## src/rtl/instr_fetch_unit_if.sv

```systemverilog
// Fetch unit boundary: decode link, redirect, program-load port and instruction memory pins.
// master = fetch unit, slave = surrounding core/memory.
interface instr_fetch_unit_if #(
  parameter int ADDR_W = 5,
  parameter int DATA_W = 32
);
  logic              start;
  logic              redirect_valid;
  logic [ADDR_W-1:0] redirect_pc;
  logic              inst_valid;
  logic              inst_ready;
  logic [DATA_W-1:0] inst_data;
  logic [ADDR_W-1:0] inst_pc;
  logic              halted;
  logic              load_valid;
  logic              load_ready;
  logic [ADDR_W-1:0] load_addr;
  logic [DATA_W-1:0] load_data;
  logic [ADDR_W-1:0] imem_addr;
  logic              imem_mode;
  logic [DATA_W-1:0] imem_wdata;
  logic [DATA_W-1:0] imem_rdata;

  modport master (
    input  start, redirect_valid, redirect_pc, inst_ready,
           load_valid, load_addr, load_data, imem_rdata,
    output inst_valid, inst_data, inst_pc, halted, load_ready,
           imem_addr, imem_mode, imem_wdata
  );

  modport slave (
    output start, redirect_valid, redirect_pc, inst_ready,
           load_valid, load_addr, load_data, imem_rdata,
    input  inst_valid, inst_data, inst_pc, halted, load_ready,
           imem_addr, imem_mode, imem_wdata
  );
endinterface

```

## src/rtl/instr_fetch_unit.sv

```systemverilog
// Instruction fetch: PC owner, 1-cycle imem read, 2-entry output buffer; start->valid in 2 cycles, 1/cycle steady.
// Backpressure: issue stalls when buffered + in-flight words would exceed 2; head held while valid & !ready.
module instr_fetch_unit #(
  parameter int ADDR_W    = 5,
  parameter int DATA_W    = 32,
  parameter int MEM_DEPTH = 25
) (
  input logic                clk,
  input logic                rst,
  instr_fetch_unit_if.master bus
);

  typedef enum logic [1:0] {IDLE, FETCH, HALT} state_t;

  localparam logic [ADDR_W:0] DEPTH_L = MEM_DEPTH[ADDR_W:0];

  state_t            state;
  logic [ADDR_W-1:0] pc;
  logic              epoch;
  logic              inflight;
  logic              inflight_tag;
  logic [ADDR_W-1:0] inflight_pc;
  logic              e1_vld;
  logic [DATA_W-1:0] e1_data;
  logic [ADDR_W-1:0] e1_pc;

  logic       pop;
  logic       redirect;
  logic       issue;
  logic       push;
  logic       load_fire;
  logic       pc_in_range;
  logic [1:0] occ;
  logic [2:0] demand;

  assign pop         = bus.inst_valid & bus.inst_ready;
  assign occ         = {1'b0, bus.inst_valid} + {1'b0, e1_vld};
  // pop implies occ >= 1, so this never underflows
  assign demand      = {1'b0, occ} + {2'b00, inflight} - {2'b00, pop};
  assign pc_in_range = ({1'b0, pc} < DEPTH_L);
  assign redirect    = bus.redirect_valid & (state != IDLE);
  assign issue       = (state == FETCH) & ~redirect & (demand < 3'd2) & pc_in_range;
  assign push        = inflight & (inflight_tag == epoch) & ~redirect;

  // rst gates load_ready so no write strobe can leak out while the state is being reset
  assign bus.load_ready = ~rst & ((state == IDLE) | (state == HALT));
  assign load_fire      = bus.load_valid & bus.load_ready;
  assign bus.imem_mode  = ~load_fire;
  assign bus.imem_addr  = load_fire ? bus.load_addr : (issue ? pc : '0);
  assign bus.imem_wdata = load_fire ? bus.load_data : '0;

  always_ff @(posedge clk or posedge rst) begin
    if (rst) begin
      state          <= IDLE;
      pc             <= '0;
      epoch          <= 1'b0;
      inflight       <= 1'b0;
      inflight_tag   <= 1'b0;
      inflight_pc    <= '0;
      e1_vld         <= 1'b0;
      e1_data        <= '0;
      e1_pc          <= '0;
      bus.inst_valid <= 1'b0;
      bus.inst_data  <= '0;
      bus.inst_pc    <= '0;
      bus.halted     <= 1'b0;
    end else begin
      inflight <= issue;
      if (issue) begin
        inflight_tag <= epoch;
        inflight_pc  <= pc;
        pc           <= pc + 1'b1;
      end

      case (state)
        IDLE: begin
          if (bus.start) begin
            state <= FETCH;
            pc    <= '0;
          end
        end
        FETCH: begin
          if (!redirect && !pc_in_range) begin
            state      <= HALT;
            bus.halted <= 1'b1;
          end
        end
        default: ;
      endcase

      if (redirect) begin
        state          <= FETCH;
        bus.halted     <= 1'b0;
        pc             <= bus.redirect_pc;
        epoch          <= ~epoch;
        bus.inst_valid <= 1'b0;
        e1_vld         <= 1'b0;
      end else if (pop || !bus.inst_valid) begin
        // head is free this cycle: refill from the second entry first to keep order
        if (e1_vld) begin
          bus.inst_valid <= 1'b1;
          bus.inst_data  <= e1_data;
          bus.inst_pc    <= e1_pc;
          e1_vld         <= push;
          if (push) begin
            e1_data <= bus.imem_rdata;
            e1_pc   <= inflight_pc;
          end
        end else begin
          bus.inst_valid <= push;
          if (push) begin
            bus.inst_data <= bus.imem_rdata;
            bus.inst_pc   <= inflight_pc;
          end
        end
      end else if (push) begin
        e1_vld  <= 1'b1;
        e1_data <= bus.imem_rdata;
        e1_pc   <= inflight_pc;
      end
    end
  end

endmodule

```

## src/flat_wrapper.sv

```systemverilog
// flat-port wrapper written by rule: the top's interface ports become plain ports
module instr_fetch_unit_flat 
#(
  parameter int ADDR_W    = 5,
  parameter int DATA_W    = 32,
  parameter int MEM_DEPTH = 25
)
  (clk, rst, bus_start, bus_redirect_valid, bus_redirect_pc, bus_inst_ready, bus_load_valid, bus_load_addr, bus_load_data, bus_imem_rdata, bus_inst_valid, bus_inst_data, bus_inst_pc, bus_halted, bus_load_ready, bus_imem_addr, bus_imem_mode, bus_imem_wdata);
  instr_fetch_unit_if #(.ADDR_W(ADDR_W), .DATA_W(DATA_W)) bus_i ();
  input logic clk;
  input logic rst;
  input wire logic [$bits(bus_i.start)-1:0] bus_start;
  input wire logic [$bits(bus_i.redirect_valid)-1:0] bus_redirect_valid;
  input wire logic [$bits(bus_i.redirect_pc)-1:0] bus_redirect_pc;
  input wire logic [$bits(bus_i.inst_ready)-1:0] bus_inst_ready;
  input wire logic [$bits(bus_i.load_valid)-1:0] bus_load_valid;
  input wire logic [$bits(bus_i.load_addr)-1:0] bus_load_addr;
  input wire logic [$bits(bus_i.load_data)-1:0] bus_load_data;
  input wire logic [$bits(bus_i.imem_rdata)-1:0] bus_imem_rdata;
  output wire logic [$bits(bus_i.inst_valid)-1:0] bus_inst_valid;
  output wire logic [$bits(bus_i.inst_data)-1:0] bus_inst_data;
  output wire logic [$bits(bus_i.inst_pc)-1:0] bus_inst_pc;
  output wire logic [$bits(bus_i.halted)-1:0] bus_halted;
  output wire logic [$bits(bus_i.load_ready)-1:0] bus_load_ready;
  output wire logic [$bits(bus_i.imem_addr)-1:0] bus_imem_addr;
  output wire logic [$bits(bus_i.imem_mode)-1:0] bus_imem_mode;
  output wire logic [$bits(bus_i.imem_wdata)-1:0] bus_imem_wdata;
  assign bus_i.start = bus_start;
  assign bus_i.redirect_valid = bus_redirect_valid;
  assign bus_i.redirect_pc = bus_redirect_pc;
  assign bus_i.inst_ready = bus_inst_ready;
  assign bus_i.load_valid = bus_load_valid;
  assign bus_i.load_addr = bus_load_addr;
  assign bus_i.load_data = bus_load_data;
  assign bus_i.imem_rdata = bus_imem_rdata;
  assign bus_inst_valid = bus_i.inst_valid;
  assign bus_inst_data = bus_i.inst_data;
  assign bus_inst_pc = bus_i.inst_pc;
  assign bus_halted = bus_i.halted;
  assign bus_load_ready = bus_i.load_ready;
  assign bus_imem_addr = bus_i.imem_addr;
  assign bus_imem_mode = bus_i.imem_mode;
  assign bus_imem_wdata = bus_i.imem_wdata;
  instr_fetch_unit #(.ADDR_W(ADDR_W), .DATA_W(DATA_W), .MEM_DEPTH(MEM_DEPTH)) u_core (.clk(clk), .rst(rst), .bus(bus_i));
endmodule
```

## config.mk

```make
export PLATFORM = sky130hd
export DESIGN_NAME = instr_fetch_unit_flat
export DESIGN_NICKNAME = d
export VERILOG_FILES = /design/src/rtl/instr_fetch_unit_if.sv /design/src/rtl/instr_fetch_unit.sv /design/src/flat_wrapper.sv
export SDC_FILE = /design/constraint.sdc
export NUM_CORES = 1
export LEC_CHECK = 0
export CAP_MARGIN = 0
export CORE_MARGIN = 8
export CORE_UTILIZATION = 35
export CTS_CLUSTER_DIAMETER = 120
export DETAILED_ROUTE_END_ITERATION = 8
export GPL_ROUTABILITY_DRIVEN = 0
export GPL_TIMING_DRIVEN = 0
export PLACE_DENSITY_LB_ADDON = 0.25
export SLEW_MARGIN = 20
export SYNTH_ARGS = -nofsm -noshare
export SYNTH_HDL_FRONTEND = slang
export SYNTH_SLANG_ARGS = --single-unit
```

## constraint.sdc

```tcl
create_clock -name clk -period 3.2 [get_ports clk]
set_input_delay 0.64 -clock clk [delete_from_list [all_inputs] [get_ports clk]]
set_output_delay 0.64 -clock clk [all_outputs]
set_load 0.02 [all_outputs]
```

==> impl_results.md, run 1 <==
* CTS max path bufs at 2
* Peak supply drop at 0.000343 V
* P_leak at 3.09 nW
* DIE AREA at 0.0170 sq mm
* H-tree levels at 3
* # DRC at 0
* Ys async rst share at 100%
* Initial DRC count at 105
* Internal power at 3.79 mW
* Cts hold-fix bufs at 0
* Netlist cell types at 44
* Crit path arrival time at 2.46 ns
* Dpl ws at -1.11 ns
* Mapped Area at 0.00457 sq mm
* Worst Setup Start Kind: flip-flop
* Slew @ Worst Pin at 0.669 ns
* CP most frequent cell: buf_6
* 1st-pass router iterations at 4
* Port Buf Inserts at 157
* Psw at 1.94 mW
* Routed Antenna Nets at 0
* Largest area contributor in the netlist: dfrtp_1
* Synth area leaders: dfrtp_1 50%, mux2_2 21%, mux2_4 9.8%, and3_1 4.5%, buf_12 1.3%
* Largest stage delay, worst path at 0.40 ns
* Worst reg2reg path startpoint: u_core.bus.inst_valid
* Power Density at 846 mW/mm^2
* Grt total ovfl at 0
* TritonCTS clock tree: built
* R2R setup slack at 0.75 ns
* Main synth FF type: dfrtp_1
* Clk sink count at 92
* Status: complete, no violations
* Fmax at 0.322 GHz
* Yosys warning count at 0
* Share of the synthesized area in the top cell type at 50.3%
* Critical Path Fanout Max at 3
* Minimum clock period at 3.10 ns
* Fill count at 1,120
* Hold path depth at 1
* CP max-delay cell: dfrtp_1
* Initial antenna violation count at 0
* Net count, final at 593
* Max-slew violation count at 0
* WP data required at 2.56 ns
* Critical path class: flip-flop to output pin
* Hold_sp: u_core.bus.inst_data[8]
* Wire length per cell at 17.3 microns
* Clk pwr share at 17.6%
* Seq/Total Area, Yosys at 50.3%
* CP Launch Point: u_core.bus.inst_valid
* Worst path cell trace: and2_1, ha_1, inv_2, ha_4, a21oi_4, buf_6, mux2_4, and2_4, a21o_1, buf_6
* Post-synth EDFFs at 0
* R2R cell count at 8
* Vias at 3,313
* Setup ws final at 0.0967 ns
* First-pass GRT wire length at 19.2 mm
* Critical Path Sink Type: output pin
* Largest net degree at the start of global routing at 50
* CTS root buf: clkbuf_16
* Total GRT Usage at 14.5%
* Sw frac at 33.9%
* CTS Buf Count at 9
* #FFs+latches synth at 92
* Post-route cell area at 0.00679 sq mm
* Seq pwr share at 36.1%
* IO Pins at 158
* Clk_lat worst skew at 0.34 ns
* Vias/cell at 4.82
* Routed WL at 11.9 mm
* Syn_nets at 416
* Max cap viols at 0
* Post-synthesis cell count at 333
* Worst Skew at 0.00694 ns
* Die Span X at 130 microns
* Final Non-Filler Cells at 687
* Share of cells above drive strength 1 at 32.8%
* Tot Pwr at 5.74 mW
* Placed Area at 0.00639 sq mm
* Tcrit/Tclk final at 97.0%
* Most frequent cells after synthesis: 92 x dfrtp_1, 85 x mux2_2, 33 x and3_1
* Number of global-route vias before repair at 3,667
* Core Area at 0.0127 sq mm
* Final core occ at 53.6%
* Die Ht at 130 microns
* Mean area per synthesized cell at 13.7 sq um
* Dpl hpwl at 8.92 mm
* Hold Vio Cnt, Final at 0
* Placed Cells at 663
* Combinational power share at 46.3%
* Antenna cells at 0
* Relative slew slack at 55.4%
* Syn-to-layout area delta at 48.4%
* Worst Hold Class: flip-flop to flip-flop
* Setup violation total in the final timing report at 0
* Most frequent cell after synthesis: dfrtp_1
* Initial Utilization at 36.1%
* Row cnt at 41
* Clock slew at reported path FFs at 0.07 ns
==> kinds of logic after synthesis <==
kind of cell             Yosys count  synth area share, %
buffers and inverters             27                 4.08
AND/OR/NAND/NOR                   64                 8.37
XOR/XNOR                           2                0.547
multiplexers                     118                 31.5
flip-flops                        92                 50.3
adder cells (fa/ha/maj)            3                0.821
AO/OA/AOI/OAI                     27                 4.35
==> layout make-up <==
cell class / count / area (sq um) / area share [%]
sequential: 92 / 2300 / 33.9
inverter: 7 / 31.3 / 0.461
clock buffer: 11 / 243 / 3.58
tap: 172 / 215 / 3.17
clock inverter: 5 / 45.0 / 0.664
buffer: 19 / 156 / 2.30
timing repair buffer: 167 / 1670 / 24.5
multi-input combinational: 214 / 2130 / 31.4
==> layer usage <==
metal | wire length, microns | global-route usage (%) | vias up
met5 | 0 | 0 | -
met2 | 5650 | 23.9 | 127
met1 | 4930 | 16.8 | 1604
met4 | 185 | 5.19 | 0
met3 | 1120 | 5.96 | 13
li1 | - | - | 1569
==> final timing paths <==
path	to
max in group asynchronous	u_core.bus.inst_data[15]
hold / removal	u_core.bus.inst_data[8]
min in group asynchronous	u_core.pc[2]
setup reg to reg	u_core.inflight_pc[4]
setup / recovery	bus_imem_addr[2]
hold reg to reg	u_core.bus.inst_data[8]
==> worst max-delay path: cells and delay by family (launching register included) <==
kind | cells | cell delay [ns]
and+or+nand+nor | 2 | 0.29
AOI/OAI and AO/OA | 2 | 0.33
muxes | 1 | 0.29
DFF | 1 | 0.40
buffers and inverters | 3 | 0.32
adders and majority gates | 2 | 0.49
==> sequential cells by signal, summed over array words and instances (netlist names), 2 cells and up <==
signal                flops
u_core.bus.inst_data     32
u_core.bus.inst_pc        5
u_core.e1_data           32
u_core.e1_pc              5
u_core.inflight_pc        5
u_core.pc                 5
u_core.state              2
==> stage by stage <==
stage | setup TNS, ns | hold WS (ns)
floorplan | 0 | 0.474
global placement | -126.00 | 0.470
detailed placement | -6.29 | 0.483
CTS | 0 | 0.499
global route | -0.0116 | 0.520
finish | 0 | 0.492
==> power by group through the flow <==
stage	sequential, mW	clock, mW	combinational (mW)
after floorplan	2.30	0	1.28
after global placement	2.06	0	2.50
after detailed placement	2.09	0	2.55
after CTS	2.07	1.05	2.68
after global routing	2.15	1.10	2.85
final	2.07	1.01	2.66
==> layout by cell type, fill, tap and decap left out, drive strengths merged, types with 3 or more instances in the layout <==
master         netlist  final
clkdlybuf4s50        0    151
mux2               117    117
dfrtp               92     92
and3                33     33
buf                 11     25
clkbuf               9     21
inv                  7      9
nand2                8      8
a21oi                5      5
nor2                 5      5
a22o                 4      4
and2                 4      4
o211ai               3      3
ha                   3      3
==> what timing repair did <==
item                       4_1_cts  5_1_grt
pin swaps                        8        4
setup endpoints to repair       35       34
cloned                           0        0
setup buffers                    6        3
resized for setup               41        8
Note: power is estimated with default switching activity, not from simulation.
==> run 2, diff against run 1 <==
--- a/config.mk
+++ b/config.mk
@@ -7,8 +7,7 @@
 export LEC_CHECK = 0
 export CAP_MARGIN = 0
 export CORE_MARGIN = 8
-export CORE_UTILIZATION = 35
-export CTS_CLUSTER_DIAMETER = 120
+export CORE_UTILIZATION = 46
 export DETAILED_ROUTE_END_ITERATION = 8
 export GPL_ROUTABILITY_DRIVEN = 0
 export GPL_TIMING_DRIVEN = 0
==> constraint.sdc (replaced) <==
create_clock -name clk -period 3.4 [get_ports clk]
set_input_delay 0.68 -clock clk [delete_from_list [all_inputs] [get_ports clk]]
set_output_delay 0.68 -clock clk [all_outputs]
set_load 0.02 [all_outputs]
==> run 2 against run 1 <==
Compared with the run above:
- critical path depth decreased by 5
- setup slack improved by 0.0067 ns
- sequential share of layout area rose by 0.98 points
- first-iteration DRC count up 15%
- global-route usage up 3.3 points
- highest routed layer unchanged
- combinational power decreased by 7.5%
==> impl_results.md, run 2 (synthesis results as in run 1) <==
* Core Area at 0.00973 sq mm (-23%)
* Initial Utilization at 47.0% (+11 points)
* P_leak at 3.03 nW (-2.2%)
* Worst Skew at 0.00802 ns (+0.00108 ns)
* Placed Area at 0.00634 sq mm (-0.80%)
* 1st-pass router iterations at 4 (unchanged)
* CP max-delay cell: clkdlybuf4s50_1
* Peak supply drop at 0.000308 V (-10%)
* Port Buf Inserts at 157 (unchanged)
* WP data required at 2.72 ns (+0.16 ns)
* CTS max path bufs at 2 (unchanged)
* Total GRT Usage at 17.8% (+3.3 points)
* Worst reg2reg path startpoint: u_core.bus.inst_valid
* CP delay by family, top: buffers and inverters
* Wire length per cell at 18.1 microns (+4.4%)
* Most frequent cells in the layout: 151 x clkdlybuf4s50_1, 92 x dfrtp_1, 84 x mux2_2
* Critical path class: input port to output pin
* CTS root buf: clkbuf_8
* Worst Hold Path EP: u_core.bus.inst_data[14]
* H-tree levels at 3 (unchanged)
* Vias/cell at 5.26 (+9.0%)
* Minimum clock period at 3.30 ns
* Status: complete, no violations
* Number of global-route vias before repair at 3,705 (+1.0%)
* R2R cell count at 11 (+3)
* Relative slew slack at 59.1% (+3.7 points)
* CTS Buf Count at 9 (unchanged)
* Tot Pwr at 5.12 mW (-11%)
* Initial DRC count at 121 (+15%)
* Vias at 3,386 (+2.2%)
* Final core occ at 67.8% (+14 points)
* R2R setup slack at 0.91 ns (+0.16 ns)
* Die Span X at 116 microns (-11%)
* Clk sink count at 92 (unchanged)
* Slew @ Worst Pin at 0.614 ns (-0.0552 ns)
* Worst path cell trace: clkdlybuf4s50_1, nor2_2, clkbuf_1, and3_1, clkdlybuf4s50_1
* Max-slew violation count at 0 (unchanged)
* TritonCTS clock tree: built
* Worst Setup Start Kind: input port
* DIE AREA at 0.0134 sq mm (-21%)
* Dpl hpwl at 8.84 mm (-0.94%)
* Max cap viols at 0 (unchanged)
* Clk_lat worst skew at 0.35 ns (about the same)
* Die Ht at 116 microns (-11%)
* Net count, final at 590 (-0.51%)
* Dpl ws at -0.980 ns (+0.126 ns)
* Setup violation total in the final timing report at 0 (unchanged)
* Worst Hold Class: flip-flop to flip-flop
* CP most frequent cell: clkdlybuf4s50_1
* Largest stage delay, worst path at 0.65 ns (+0.25 ns)
* Antenna cells at 0 (unchanged)
* Row cnt at 36 (-12%)
* RSZ-0062 raised after global routing: false
* Critical Path Sink Type: output pin
* Fmax at 0.303 GHz
* Post-route cell area at 0.00660 sq mm (-2.8%)
* Initial antenna violation count at 0 (unchanged)
* Placed Cells at 624 (-5.9%)
* Most common cell after layout, fill and taps aside: clkdlybuf4s50_1
* Hold path depth at 1 (unchanged)
* Crit path arrival time at 2.62 ns (+0.16 ns)
* Worst path bufs/invs at 3 (unchanged)
* IO Pins at 158 (unchanged)
* Critical Path Fanout Max at 10 (+7)
* Routed WL at 11.6 mm (-2.1%)
* Clock slew at reported path FFs at 0.08 ns (about the same)
* First-pass GRT wire length at 18.5 mm (-3.6%)
* Hold Vio Cnt, Final at 0 (unchanged)
* Routed Antenna Nets at 0 (unchanged)
* Biggest regs: u_core.bus.inst_data x32, u_core.e1_data x32
* # DRC at 0 (unchanged)
* Setup ws final at 0.103 ns (+0.00668 ns)
* Largest net degree at the start of global routing at 55 (+10%)
* Syn-to-layout area delta at 44.2%
* Grt total ovfl at 0 (unchanged)
* Hold_sp: u_core.bus.inst_data[14]
* Share of cells above drive strength 1 at 31.5% (-1.3 points)
* Tcrit/Tclk final at 97.0%
* Final Non-Filler Cells at 644 (-6.3%)
* Power Density at 777 mW/mm^2 (-8.1%)
* RR Endpoint: u_core.inflight_pc[1]
run 2: per-stage QoR:
step	hold WS, ns	TNS, ns
after floorplan	0.474	0
after global placement	0.467	-103.22
after detailed placement	0.485	-4.12
after CTS	0.503	0
after global routing	0.522	0
final	0.500	0
run 2: layout make-up:
class,count,area (sq um)
fillers,729,3130
flip-flops and latches,92,2300
multi-input cells,214,2130
repair buffers,164,1630
well taps,133,166
plain buffers,19,153
clock buffers,10,138
clock inverters,5,52.6
inverters,7,28.8
run 2: routing by layer:
metal	wire (microns)	vias to the layer above	part of all wire (%)	track usage, %
met5	0	-	0	0
met4	162	0	1.4	7.00
met3	1260	9	11	7.50
met2	5690	158	49	29.9
met1	4520	1668	39	19.7
li1	-	1551	-	-
run 2: worst max path at each step:
stage,start,to,slack [ns],cells after the start
floorplan,bus_inst_ready,bus_imem_addr[0],0.21,9
global placement,rst,u_core.e1_data[16],-1.08,2
detailed placement,bus_inst_ready,bus_imem_addr[0],-0.98,11
CTS,bus_inst_ready,bus_imem_addr[0],0.06,11
global route,rst,bus_imem_wdata[3],0.01,5
finish,rst,bus_imem_wdata[30],0.10,5
run 2: power by group:
part           switching [mW]  internal (mW)
sequential              0.338           1.61
clock                   0.365          0.352
combinational            1.06           1.40
total                    1.76           3.36
run 2: worst reg2reg max path, delay by kind of cell, from the launching register on:
kind	cells	cell delay, ns
simple gates	2	0.29
flops	1	0.43
fa+ha+maj	2	0.48
buf+inv	4	0.47
mux	2	0.54
compound gates	1	0.18
run 2: timing repair:
item / CTS / global route
hold buffers: 0 / 0
buffers inserted: 6 / 0
resized for setup: 35 / 0
pin swaps: 5 / 3
setup endpoints to repair: 7 / 3
